### src/rtl/godai_arb_pkg.sv
// Shared types and constants for the godai instruction/data memory arbiter.
package godai_arb_pkg;

  typedef enum logic {
    REQ_INSTR = 1'b0,
    REQ_DATA  = 1'b1
  } req_id_e;

  typedef enum logic {
    IDLE   = 1'b0,
    LOCKED = 1'b1
  } state_e;

  localparam logic [3:0] BE_FULL = 4'hF;

endpackage

### src/rtl/godai_arb_id_fifo.sv
// In-order FIFO of requester IDs; one entry per granted, not-yet-answered transaction.
module godai_arb_id_fifo #(
  parameter int unsigned WIDTH = 1,
  parameter int unsigned DEPTH = 2
) (
  input  logic             clk,
  input  logic             rst,
  input  logic             push_i,
  input  logic             pop_i,
  input  logic [WIDTH-1:0] data_i,
  output logic             full_o,
  output logic             empty_o,
  output logic [WIDTH-1:0] head_o
);

  localparam int unsigned PW = $clog2(DEPTH);
  localparam int unsigned CW = PW + 1;

  logic [WIDTH-1:0] mem_q [DEPTH];
  logic [PW-1:0]    wr_ptr_q, rd_ptr_q;
  logic [CW-1:0]    count_q;
  logic             do_push, do_pop;

  assign full_o  = (count_q == CW'(DEPTH));
  assign empty_o = (count_q == '0);
  assign head_o  = mem_q[rd_ptr_q];
  assign do_push = push_i && !full_o;
  assign do_pop  = pop_i && !empty_o;

  always_ff @(posedge clk or posedge rst) begin
    if (rst) begin
      for (int unsigned i = 0; i < DEPTH; i++) mem_q[i] <= '0;
      wr_ptr_q <= '0;
      rd_ptr_q <= '0;
      count_q  <= '0;
    end else begin
      if (do_push) begin
        mem_q[wr_ptr_q] <= data_i;
        wr_ptr_q        <= wr_ptr_q + PW'(1);
      end
      if (do_pop) rd_ptr_q <= rd_ptr_q + PW'(1);
      case ({do_push, do_pop})
        2'b10:   count_q <= count_q + CW'(1);
        2'b01:   count_q <= count_q - CW'(1);
        default: count_q <= count_q;
      endcase
    end
  end

endmodule

### src/rtl/godai_mem_arbiter.sv
// Shares one memory bus between instruction fetch and data LSU, steering in-order responses back.
// Define GODAI_ARB_ROUND_ROBIN_EN to alternate winners on simultaneous requests.
module godai_mem_arbiter
  import godai_arb_pkg::*;
#(
  parameter int unsigned ADDR_WIDTH      = 32,
  parameter int unsigned DATA_WIDTH      = 32,
  parameter int unsigned MAX_OUTSTANDING = 2
) (
  input  logic                  clk,
  input  logic                  rst,
  input  logic                  instr_req_i,
  output logic                  instr_gnt_o,
  output logic                  instr_rvalid_o,
  input  logic [ADDR_WIDTH-1:0] instr_addr_i,
  output logic [DATA_WIDTH-1:0] instr_rdata_o,
  input  logic                  data_req_i,
  output logic                  data_gnt_o,
  output logic                  data_rvalid_o,
  input  logic                  data_we_i,
  input  logic [3:0]            data_be_i,
  input  logic [ADDR_WIDTH-1:0] data_addr_i,
  input  logic [DATA_WIDTH-1:0] data_wdata_i,
  output logic [DATA_WIDTH-1:0] data_rdata_o,
  output logic                  data_err_o,
  output logic                  mem_req_o,
  input  logic                  mem_gnt_i,
  input  logic                  mem_rvalid_i,
  output logic                  mem_we_o,
  output logic [3:0]            mem_be_o,
  output logic [ADDR_WIDTH-1:0] mem_addr_o,
  output logic [DATA_WIDTH-1:0] mem_wdata_o,
  input  logic [DATA_WIDTH-1:0] mem_rdata_i,
  input  logic                  mem_err_i,
  output logic                  protocol_err_o
);

  state_e     state_q;
  req_id_e    lock_id_q;
  req_id_e    winner;
  req_id_e    both_pick;
  logic       any_req, xfer;
  logic       fifo_full, fifo_empty, fifo_pop;
  logic [0:0] fifo_head;
  logic       head_valid_data, head_valid_instr;
  logic       protocol_err_q, protocol_err_d;

  assign any_req = instr_req_i || data_req_i;

`ifdef GODAI_ARB_ROUND_ROBIN_EN
  req_id_e last_q;

  always_ff @(posedge clk or posedge rst) begin
    if (rst)       last_q <= REQ_INSTR;
    else if (xfer) last_q <= winner;
  end

  assign both_pick = (last_q == REQ_DATA) ? REQ_INSTR : REQ_DATA;
`else
  assign both_pick = REQ_DATA;
`endif

  always_comb begin
    winner = REQ_INSTR;
    if (state_q == LOCKED)              winner = lock_id_q;
    else if (data_req_i && instr_req_i) winner = both_pick;
    else if (data_req_i)                winner = REQ_DATA;
  end

  assign mem_req_o   = any_req && !fifo_full;
  assign xfer        = mem_req_o && mem_gnt_i;
  assign instr_gnt_o = xfer && (winner == REQ_INSTR);
  assign data_gnt_o  = xfer && (winner == REQ_DATA);

  // Attributes are zeroed with no requester so the bus idles quiet.
  always_comb begin
    mem_we_o    = 1'b0;
    mem_be_o    = '0;
    mem_addr_o  = '0;
    mem_wdata_o = '0;
    if (any_req) begin
      if (winner == REQ_DATA) begin
        mem_we_o    = data_we_i;
        mem_be_o    = data_be_i;
        mem_addr_o  = data_addr_i;
        mem_wdata_o = data_wdata_i;
      end else begin
        mem_be_o    = BE_FULL;
        mem_addr_o  = instr_addr_i;
      end
    end
  end

  // Lock is released only by an actual transfer, not a bare grant while blocked by full.
  always_ff @(posedge clk or posedge rst) begin
    if (rst) begin
      state_q   <= IDLE;
      lock_id_q <= REQ_INSTR;
    end else begin
      case (state_q)
        IDLE: begin
          if (mem_req_o && !mem_gnt_i) begin
            state_q   <= LOCKED;
            lock_id_q <= winner;
          end
        end
        LOCKED: begin
          if (xfer) state_q <= IDLE;
        end
        default: state_q <= IDLE;
      endcase
    end
  end

  assign fifo_pop = mem_rvalid_i && !fifo_empty;

  godai_arb_id_fifo #(
    .WIDTH (1),
    .DEPTH (MAX_OUTSTANDING)
  ) u_id_fifo (
    .clk     (clk),
    .rst     (rst),
    .push_i  (xfer),
    .pop_i   (fifo_pop),
    .data_i  (winner),
    .full_o  (fifo_full),
    .empty_o (fifo_empty),
    .head_o  (fifo_head)
  );

  assign head_valid_data  = !fifo_empty && (fifo_head == REQ_DATA);
  assign head_valid_instr = !fifo_empty && (fifo_head == REQ_INSTR);

  assign instr_rvalid_o = mem_rvalid_i && head_valid_instr;
  assign data_rvalid_o  = mem_rvalid_i && head_valid_data;
  assign instr_rdata_o  = mem_rdata_i;
  assign data_rdata_o   = mem_rdata_i;
  assign data_err_o     = mem_err_i && head_valid_data;

  assign protocol_err_d = protocol_err_q || (mem_rvalid_i && fifo_empty);
  assign protocol_err_o = protocol_err_q;

  always_ff @(posedge clk or posedge rst) begin
    if (rst) protocol_err_q <= 1'b0;
    else     protocol_err_q <= protocol_err_d;
  end

endmodule

### config.mk
export PLATFORM = sky130hd
export DESIGN_NAME = godai_mem_arbiter
export DESIGN_NICKNAME = d
export VERILOG_FILES = /design/src/rtl/godai_arb_pkg.sv /design/src/rtl/godai_arb_id_fifo.sv /design/src/rtl/godai_mem_arbiter.sv
export SDC_FILE = /design/constraint.sdc
export NUM_CORES = 1
export LEC_CHECK = 0
export BUFFER_PORTS_ARGS = -buffer_cell sky130_fd_sc_hd__buf_2
export CAP_MARGIN = 20
export CORE_AREA = 2 2 109 111
export CTS_CLUSTER_DIAMETER = 50
export DETAILED_ROUTE_END_ITERATION = 8
export DIE_AREA = 0 0 111 113
export PLACE_DENSITY_LB_ADDON = 0.1
export SYNTH_ARGS = -nofsm -noshare
export SYNTH_HDL_FRONTEND = slang
export SYNTH_SLANG_ARGS = --single-unit
### constraint.sdc
create_clock -name clk -period 1.6 [get_ports clk]
set_clock_uncertainty 0.15 [all_clocks]
set_input_delay 0.16 -clock clk [delete_from_list [all_inputs] [get_ports clk]]
set_output_delay 0.16 -clock clk [all_outputs]
set_load 0.01 [all_outputs]
; Word level (Yosys, flattened, before mapping)
; Index checks and enable logic that the tools add are counted.
; Widths: inputs -> output; s select.
[classes]
add_sub_neg = 4
n_lt_le_gt_ge = 3
eq_ne = 3
n_mux = 21
bitwise_logic = 5
reduce_logical = 24
[op_table]
columns = operator, n
row1 = $mux 32, 4
row2 = $logic_and 1x1->1, 16
row3 = $mux 1, 11
row4 = $mux 4, 2
row5 = $eq 2x2->1 const B, 2
row6 = $ge 2x2->1 const B, 2
row7 = $not 1->2, 2
row8 = $pmux 2 s2, 1
row9 = $logic_not 1->1, 3
row10 = $not 1->1, 3
row11 = $add 1x1->1 const B, 2
row12 = $add 2x1->2 const B, 1
row13 = $bwmux 2, 1
row14 = $eq 2x1->1 const B, 1
row15 = $logic_not 2->1, 1
row16 = $logic_or 1x1->1, 2
row17 = $lt 2x1->1 const B, 1
row18 = $pmux 1 s2, 1
row19 = $reduce_and 2->1, 1
row20 = $reduce_bool 2->1, 1
row21 = $sub 2x1->2 const B, 1
row22 = $demux 1 s1, 1
[totals]
ff_bits = 9
output_inout_bits = 140
wordCells = 68

; Depth between registers and ports, before layout
; Gate-level depths: netlist (run 1).
[depth]
word_depth = 7
ltp_mapped = 6
mapped_depth_nobuf = 6

; Hierarchy
; From an unflattened synthesis (run 1), not the netlist that was laid out.
[hier_totals]
cells_unflattened = 314
area_unflattened_um2 = 2418.6
[by_module_without_submodules]
columns = module, n_inst, cells_per_inst, area_per_inst_um2
row1 = godai_mem_arbiter, 1, 290, 2132.0
row2 = godai_arb_id_fifo, 1, 24, 286.5

; Worst setup path after synthesis (run 1)
; Ideal clock, no wire load.
[synth_timing]
kind = reg-to-reg
start = register u_id_fifo.count_q[0]
end = register u_id_fifo.count_q[1]
arrival_ps = 1415
t_required_ps = 1371
slack_ps = -45
path_stages_with_launch = 6
period_less_slack_ps = 1645
cell_sequence = dfrtp_1 -> o21ai_0 -> inv_1 -> ha_1 -> nor2_1 -> xor2_1
[synth_between]
elab_cells_between_ends = 15
[synth_lines]
columns = element, line
row1 = start: declaration, godai_arb_id_fifo.sv:21  ; logic [CW-1:0] count_q;
row2 = start signal: assignment, godai_arb_id_fifo.sv:43  ; 2'b10: count_q <= count_q + CW'(1);
row3 = start signal: assignment, godai_arb_id_fifo.sv:44  ; 2'b01: count_q <= count_q - CW'(1);
row4 = start signal: assignment, godai_arb_id_fifo.sv:45  ; default: count_q <= count_q;
row5 = $logic_not 2->1 *, godai_arb_id_fifo.sv:25  ; assign empty_o = (count_q == '0);
row6 = $logic_not 1->1 *, "godai_arb_id_fifo.sv:28, godai_mem_arbiter.sv:115"
row7 = $logic_and 1x1->1, godai_mem_arbiter.sv:115  ; assign fifo_pop = mem_rvalid_i && !fifo_empty;
row8 = $logic_and 1x1->1 *, godai_arb_id_fifo.sv:28  ; assign do_pop = pop_i && !empty_o;
row9 = net u_id_fifo.do_pop, godai_arb_id_fifo.sv:22  ; logic do_push, do_pop;
row10 = $eq 2x1->1 / $eq 2x2->1 (equally long branches), godai_arb_id_fifo.sv:42  ; case ({do_push, do_pop})
row11 = $pmux 2 s2 / $reduce_bool 2->1 (equally long branches), --
; Mark *: on every way through the listed nets, which the timed path passes. The rest lies on a longest branch.
; A chain may end at the register's enable or synchronous reset.

==> results of run 1 <==
==> kinds of logic after synthesis <==
logic type | count (synthesis) | synth area share (%)
AOI/OAI and AO/OA | 41 | 12.9
xor gates and xnor gates | 5 | 2.59
adders and majority gates | 1 | 0.740
buffers and inverters | 81 | 34.6
DFF | 9 | 13.3
muxes | 4 | 2.74
and+or+nand+nor | 121 | 33.1
==> final timing paths <==
check | from | to | slack (ps) | cells after the start
worst max-delay path | flip-flop | mem_addr_o[17] | -260 | 6
min in group asynchronous | rst | u_id_fifo.mem_q[1] | 290 | 3
worst min register to register | protocol_err_o | protocol_err_o | 300 | 1
worst max register to register | flip-flop | lock_id_q | -30 | 4
worst min-delay path | mem_rvalid_i | protocol_err_o | 2 | 2
max in group asynchronous | rst | u_id_fifo.count_q[0] | 720 | 3
==> synthesized netlist by cell type <==
library cell	number
sky130_fd_sc_hd__o21ai_0	1
sky130_fd_sc_hd__nor3b_1	1
sky130_fd_sc_hd__mux2i_1	2
sky130_fd_sc_hd__nor4_1	1
sky130_fd_sc_hd__clkbuf_1	2
sky130_fd_sc_hd__nand2b_1	1
sky130_fd_sc_hd__buf_2	3
sky130_fd_sc_hd__buf_4	65
sky130_fd_sc_hd__and2_1	34
sky130_fd_sc_hd__dfrtp_1	9
sky130_fd_sc_hd__inv_1	3
sky130_fd_sc_hd__nand2_1	64
sky130_fd_sc_hd__clkbuf_2	3
sky130_fd_sc_hd__mux2_4	1
sky130_fd_sc_hd__buf_6	4
sky130_fd_sc_hd__xor2_1	1
sky130_fd_sc_hd__o21a_1	1
sky130_fd_sc_hd__nand3_1	1
sky130_fd_sc_hd__a21oi_1	33
sky130_fd_sc_hd__buf_1	1
sky130_fd_sc_hd__a21oi_2	1
sky130_fd_sc_hd__nor2_1	15
sky130_fd_sc_hd__xnor2_1	4
sky130_fd_sc_hd__a21o_1	1
sky130_fd_sc_hd__nor2b_1	3
sky130_fd_sc_hd__mux2_2	1
sky130_fd_sc_hd__a31oi_1	4
sky130_fd_sc_hd__ha_1	1
sky130_fd_sc_hd__or2_2	1
==> per-stage QoR <==
stage	setup WS [ps]	cell area (sq um)	utilization (%)	cells
2_1_floorplan	42.1	1690	-	262
3_3_place_gp	-32.7	2370	21.0	522
3_5_place_dp	-78.8	2370	21.0	522
4_1_cts	-265	2640	23.5	538
5_1_grt	-341	2750	24.4	540
6_report	-265	2750	24.4	540
==> repair_timing <==
action / CTS / global route
hold buffers: 1 / 0
hold endpoints to repair: 9 / 0
buffers inserted: 6 / 1
cloned: 5 / 2
setup endpoints to repair: 72 / 75
gates resized for setup: 15 / 26
pin swaps: 4 / 5
==> layer usage <==
layer,share of wire [%],up-vias
met3,6.9,20
met1,41,903
met2,49,89
li1,-,1037
met4,2.6,0
met5,0,-
==> cell type report <==
| type | count | area share, % |
|---|---|---|
| inverters | 3 | 0.410 |
| well taps | 143 | 6.51 |
| clock inverters | 1 | 0.182 |
| repair buffers | 205 | 43.4 |
| multi-input cells | 176 | 38.5 |
| clock buffers | 3 | 2.73 |
| flip-flops and latches | 9 | 8.33 |
==> power groups by stage <==
stage	sequential (mW)	clock, mW	combinational, mW
floorplan	0.429	0	1.81
global placement	0.455	0	2.77
detailed placement	0.451	0	2.79
CTS	0.462	0.455	3.40
global route	0.500	0.477	3.84
finish	0.479	0.449	3.48
==> run summary, run 1 <==
Number of H-tree levels: 1. The worst setup path is launched from a flip-flop. For this configuration, the core starts out at a cell density of 15.0%. For the count of endpoints failing hold in the final timing report, the log shows 0. The via density per instance was 3.79. The post-CTS clock slew at the launch and capture registers of the worst setup and hold paths was 40 ps; the required time reported for the critical path endpoint was 1290 ps.

The tools report the post-synthesis cell count as 262. Across all layers, the routed design uses 2049 vias. In the post-synthesis netlist, the biggest area contributors are sky130_fd_sc_hd__buf_4 29%, sky130_fd_sc_hd__nand2_1 14%, sky130_fd_sc_hd__dfrtp_1 13%. After synthesis the cells add up to 1690 sq um. For the core area, the log shows 11300 sq um. Data arrives at the worst endpoint at 1550 ps. Measured against its own limit, the worst slew margin works out to 75.4%. The maximum clock insertion buffer count is 2, and the width of the chip is 111 um. For the residual overflow from global routing, the log shows 0. The global-route wire length before repair is 10.8 mm, and the register area is 229 sq um.

Setup total negative slack on the finished layout was measured at -14960 ps. For this design the ratio of total power to cell area is 1600 nW/um^2. Counting distinct cell types in the post-synthesis netlist gives 29. For the I/O pin count, the log shows 280.

Buffers placed on the I/O ports in this run total 183. The tools report the highest clock frequency the design can meet as 536 MHz. The sequential share of the synthesized area is 13.3%, and the multi-input logic area is 1060 sq um. The average instance area after synthesis works out to 6.46 sq um. The maximum number of pins on one net before global-route repair is 37. The final hold slack is 2.21 ps, and the number of max-slew violations in the final report is 0. The number of remaining DRC errors is 0.

The number of buffers added by the clock tree synthesis step was 3. At the pin with the least slew margin, the transition time is 369 ps. Max-cap violations in this run came to 0. For the worst-skew pair, the clock arrives at the later sink with an insertion delay of 230 ps. The master of the slowest instance on the critical path was sky130_fd_sc_hd__dfrtp_2.

The tools report the via count of the first global-routing pass as 1983. The initialized floorplan defines 39 standard-cell rows. Wires add up to 7.49 mm.

The top cell types in the final layout, fill and taps aside, are 183 x sky130_fd_sc_hd__buf_2, 50 x sky130_fd_sc_hd__nand2_1, 34 x sky130_fd_sc_hd__and2_1. Setup violations remaining at the end of the flow were counted as 72. Global routing used 18.5% of the available met2 tracks. The run finished, with violations left. The filler cell count in the final layout is 1278.

Synthesis warning total: 0. The worst-case IR drop observed on VDD is 0.555 mV. Relative area change from synthesis to final layout: 62.4%. Global routing consumed, on the met3 layer, 2.04% of the routing resources. The logs give 10.8% for the global-route total usage across every layer and 539 for the count of nets after finishing. The number of antenna violations at the first check in global routing is 0, and the minimum setup slack in the final design is -265 ps.

The checks that failed: setup timing. The ratio of cells with drive above 1 in the final layout is 62.7%. For the switching power total, the log shows 2.00 mW.

Setup repair after global routing could not meet its margin everywhere. The tools report the internal power consumption as 2.41 mW. The synthesized netlist net count is 403, and the worst path buffer plus inverter count is 3. TritonCTS built the clock tree. In the global route stage, met1 resource usage came out at 13.5%.

Combinational logic burns 78.9% of the power. 0 antenna diodes ended up in the layout. Delay of the slowest cell on the worst path: 410 ps. Shortest clock period the worst path allows after layout: 1860 ps.

Post-detailed-placement half-perimeter wirelength: 5.19 mm. The switching power share of the total came out at 45.3%. Routability-driven placement finished with a final weighted congestion of 0.699.

Once detail routing completed, the nets flagged for antenna violations numbered 0. The leading cell type in the layout, fill and taps excluded was sky130_fd_sc_hd__buf_2. Walking the worst path, the cells encountered are mux2i_4, buf_12, clkbuf_16, nand2_1, a21oi_1, buf_2.

The tree is rooted in a sky130_fd_sc_hd__clkbuf_16. The detailed-route wire length per cell is 13.9 um, and the total power is 4.41 mW. The kind of end point of the critical path is an output pin. The area share of the largest cell type after synthesis came out at 28.8%.

The kind of cell adding the most delay to the critical path was buffers and inverters. In this run the worst path has a maximum fanout of 6. The path class of the tightest hold or removal check is in2reg.

The worst path uses 117% of the clock period. Sequential cells burn 10.9% of the power. For this design the static power due to leakage is 1.50 nW. The height of the die came out at 113 um. The category of the most critical setup path is reg2out.

The layer flagged by global routing as most heavily used is met2. After the first detailed-routing iteration, the DRC count stood at 47. Counting flops and latches in the post-synthesis netlist gives 9. For this run, the detailed router's first-pass iteration total came to 4. The largest area contributor in the netlist was sky130_fd_sc_hd__buf_4. The share of total power dissipated in the clock network is 10.2%. The number of clock sinks was 9; the die area was 12500 sq um.
Note: power is estimated with default switching activity, not from simulation.
==> run 2: changes to the inputs <==
--- a/config.mk
+++ b/config.mk
@@ -5,12 +5,13 @@
 export SDC_FILE = /design/constraint.sdc
 export NUM_CORES = 1
 export LEC_CHECK = 0
+export ABC_AREA = 1
 export BUFFER_PORTS_ARGS = -buffer_cell sky130_fd_sc_hd__buf_2
 export CAP_MARGIN = 20
-export CORE_AREA = 2 2 109 111
+export CORE_AREA = 2 2 110 112
 export CTS_CLUSTER_DIAMETER = 50
 export DETAILED_ROUTE_END_ITERATION = 8
-export DIE_AREA = 0 0 111 113
+export DIE_AREA = 0 0 112 114
 export PLACE_DENSITY_LB_ADDON = 0.1
 export SYNTH_ARGS = -nofsm -noshare
 export SYNTH_HDL_FRONTEND = slang
==> run summary, run 2 <==
The tools report the total routed wirelength as 8.40 mm. The tools report the end of the worst register-to-register path as u_id_fifo.count_q[1]. The count of endpoints failing hold in the final timing report was 0; the part of the power in registers was 9.6%. Data arrival time of the worst path: 1440 ps.

The master of the slowest instance on the critical path was sky130_fd_sc_hd__dfrtp_1. In this run the worst path has a maximum fanout of 11. For the worst-skew pair, the clock arrives at the later sink with an insertion delay of 230 ps.

The run gives 0 as the number of antenna violations at the first check in global routing. Headroom to the max-slew limit came out at 73.7%. At the pin with the least slew margin, the transition time is 394 ps. The width of the chip is 112 um. The antenna violation net count after detailed routing was 0.

The synthesized-area fraction occupied by adder cells was 0.693%. The tools report the filler cell count in the final layout as 1357. The detailed-route wire length per cell came out at 14.1 um. The internal power of the cells totals 2.33 mW.

The core area was 11700 sq um. The worst path uses 110% of the clock period. The congestion estimate from routability-driven global placement came to 0.809.

For the number of rows created at floorplan, the log shows 40. Leaving out fill and tap cells, the most frequent cells in the layout are 181 x sky130_fd_sc_hd__buf_2, 72 x sky130_fd_sc_hd__nor2_1, 46 x sky130_fd_sc_hd__nand2_1. The first global-routing pass estimated 11.5 mm of wire.

The tightest hold path in the finished design has a slack of 11.2 ps. Leaving out fill and tap cells, the most frequent cell in the layout is sky130_fd_sc_hd__buf_2. For the highest ir drop seen on vdd, the log shows 0.872 mV.

Required time reported for the critical path endpoint: 1290 ps. Worst min-delay path category: in2reg. The logs give 2960 sq um for the design area and 45 for the maximum number of pins on one net before global-route repair. The worst path needs 1750 ps of the cycle, external delays included. The switching power total is 2.01 mW.

Cell seen most often among critical-path stages: sky130_fd_sc_hd__nor2_1. Derived from the worst setup path, the maximum achievable clock frequency is 570 MHz. Maximum clock insertion buffer count: 2. Measured in cells, the most critical reg-to-reg path has a length of 9. Net switching is 46.3% of the power. After synthesis, the share of flip-flops with an asynchronous set or reset is 100%. The area share of the largest cell type after synthesis is 27.0%, and the global-route total usage across every layer is 11.2%. Once the floorplan was initialized, standard cells occupied 15.4% of the core. Dominant combinational cell family by area after synthesis: simple AND/OR/NAND/NOR gates. The sequential cells in the finished layout cover a total of 225 sq um.

The number of cells on the worst hold path is 2, and the detailed-route via count is 2339. TritonCTS built the clock tree. The biggest area contributor in the post-synthesis netlist is sky130_fd_sc_hd__buf_4. STA classifies the critical path endpoint as an output pin. The number of max-slew violations in the final report is 0, and the average instance area after synthesis is 5.71 sq um. Yosys attributes the largest share of cell area to sky130_fd_sc_hd__buf_4 27%, sky130_fd_sc_hd__nor2_1 23%, sky130_fd_sc_hd__dfrtp_1 12%. The number of synthesized flops with an enable pin works out to 0.

Setup repair after global routing could not meet its margin everywhere. The compound-cell area share of the yosys netlist came out at 9.99%. In the synthesized netlist, the number of instances is 316. The number of antenna diodes in the final layout is 0. The cell area reported after detailed placement was 2480 sq um.

The logs give 62 for the violation count after the first detailed-route iteration and 4 for the number of detailed-route iterations in the first pass. sky130_fd_sc_hd__nor2_1 is the most common cell in the netlist. For the number of distinct library cells after synthesis, the log shows 22. Top flip-flop cell by instance count after synthesis: sky130_fd_sc_hd__dfrtp_1. In this run the register-to-register setup slack is 40 ps. From synthesis to final layout, the design area changed by 64.1%.

Non-filler instance count after layout: 597. In this run the count of I/O pins placed on the die edge is 280. The share of synthesized cell area in and, or, nand and nor gates came out at 38.4%. The via count of the first global-routing pass is 2121, and the cell count after placement is 577. The delay of the slowest cell on the worst path works out to 390 ps. The share of total power dissipated in combinational logic is 80.3%. Synthesized netlist net count: 457. The via density per instance is 3.92, and the number of maximum-capacitance constraint violations is 0. Library cell used as clock root buffer: sky130_fd_sc_hd__clkbuf_16. The run gives 10.1% as the share of power burned in the clock network.

In the final timing run, aggregate negative setup slack is -6630 ps. In the final layout, the share of cells above drive strength 1 is 59.8%. For this design the ratio of total power to cell area is 1470 nW/um^2.

The height of the die came out at 114 um. The flip-flop and latch count after synthesis came out at 9. The source of the worst register-to-register timing path is u_id_fifo.count_q[1]. The floorplan step defined a die boundary enclosing 12800 sq um. Port buffering added 183 buffers. The tools report the number of buffers added by the clock tree synthesis step as 3.

Clock-pin slew was measured on the worst setup and hold paths at 40 ps. The critical path goes through inv_2, nand2_4, nand2_8, inv_16, buf_12, nor2_1, nor2_1, buf_2. For this run, design rule violations remaining after detail routing come to 0.

The count of nets after finishing was 592; the mux share of post-synthesis cell area was 0%. Summing every instance area after synthesis gives 1800 sq um. The minimum setup slack in the final design is -154 ps. After legalization and detailed placement, the total HPWL measured 6.45 mm. The static power due to leakage is 1.68 nW. The number of H-tree levels came out at 1. Category of the most critical setup path: reg2out. In the final layout, the multi-input gates occupy 1060 sq um. The flow ran to the end, but the final reports show violations. Summing the areas of all xor and xnor instances in the mapped netlist gives 1.46% of the synthesized area. The checks that failed: setup timing. Global routing finished with a remaining overflow of 0.

Worst min-delay path endpoint: protocol_err_o. The worst setup path is launched from a flip-flop. For this run, the number of Yosys warnings is 0. Setup violations remaining at the end of the flow were counted as 70. The commonest cells after synthesis are 111 x sky130_fd_sc_hd__nor2_1, 65 x sky130_fd_sc_hd__buf_4, 48 x sky130_fd_sc_hd__nand2_1. The share of the Yosys chip area taken by registers is 12.5%.

The worst hold path begins at mem_rvalid_i. The tree built by TritonCTS fans out to 9 sinks.
-- run 2: how the worst max path moves through the flow --
stage	endpoint	start	cells after the start	slack, ps
2_1_floorplan	u_id_fifo.count_q[1]	u_id_fifo.count_q[1]	8	40
3_3_place_gp	mem_addr_o[7]	flip-flop	6	40
3_5_place_dp	mem_addr_o[7]	flip-flop	6	30
4_1_cts	mem_addr_o[26]	flip-flop	7	-150
5_1_grt	mem_addr_o[4]	flip-flop	8	-250
6_report	mem_addr_o[1]	flip-flop	8	-150
-- run 2: critical path: cells and delay by family (launching register included) --
family	cells	cell delay [ps]
flops	1	390
simple gates	4	330
buf+inv	4	480
-- run 2: cells by family after synthesis --
logic type	Yosys count
compound gates	35
xor+xnor	3
fa+ha+maj	1
buf+inv	95
flops	9
simple gates	173
-- run 2: power by group through the flow --
stage               clock network (mW)  logic [mW]  registers (mW)
floorplan                            0        1.68           0.395
global placement                     0        2.67           0.401
detailed placement                   0        2.66           0.403
CTS                              0.454        3.01           0.406
global route                     0.476        3.83           0.430
finish                           0.438        3.49           0.417
-- run 2: per-stage QoR --
stage / setup slack [ps] / util [%] / total power, mW
finish: -154 / 25.3 / 4.34
CTS: -151 / 23.3 / 3.87
global placement: 40.0 / 21.2 / 3.07
detailed placement: 34.6 / 21.2 / 3.06
floorplan: 41.9 / - / 2.08
global route: -249 / 25.3 / 4.73
-- run 2: per-layer routing --
metal	up-vias	track usage, %	wire length (um)
met5	-	0	0
met4	0	0.976	14
met3	2	2.87	631
met2	132	22.5	4670
met1	1024	12.0	3080
li1	1181	-	-
-- run 2: layout make-up --
class | instances | share of cell area [%]
inverter | 14 | 2.32
sequential | 9 | 7.61
tap | 147 | 6.21
multi-input combinational | 212 | 35.7
clock buffer | 4 | 2.66
timing repair buffer | 211 | 45.5
-- run 2: what timing repair did --
action                                  4_1_cts  5_1_grt
cloned                                        1        5
buffers inserted                             10        2
gates resized for setup                      23       41
hold buffers                                  1        0
pin swaps                                     2        5
endpoints found under the setup margin       72       75
endpoints found under the hold margin         9        0
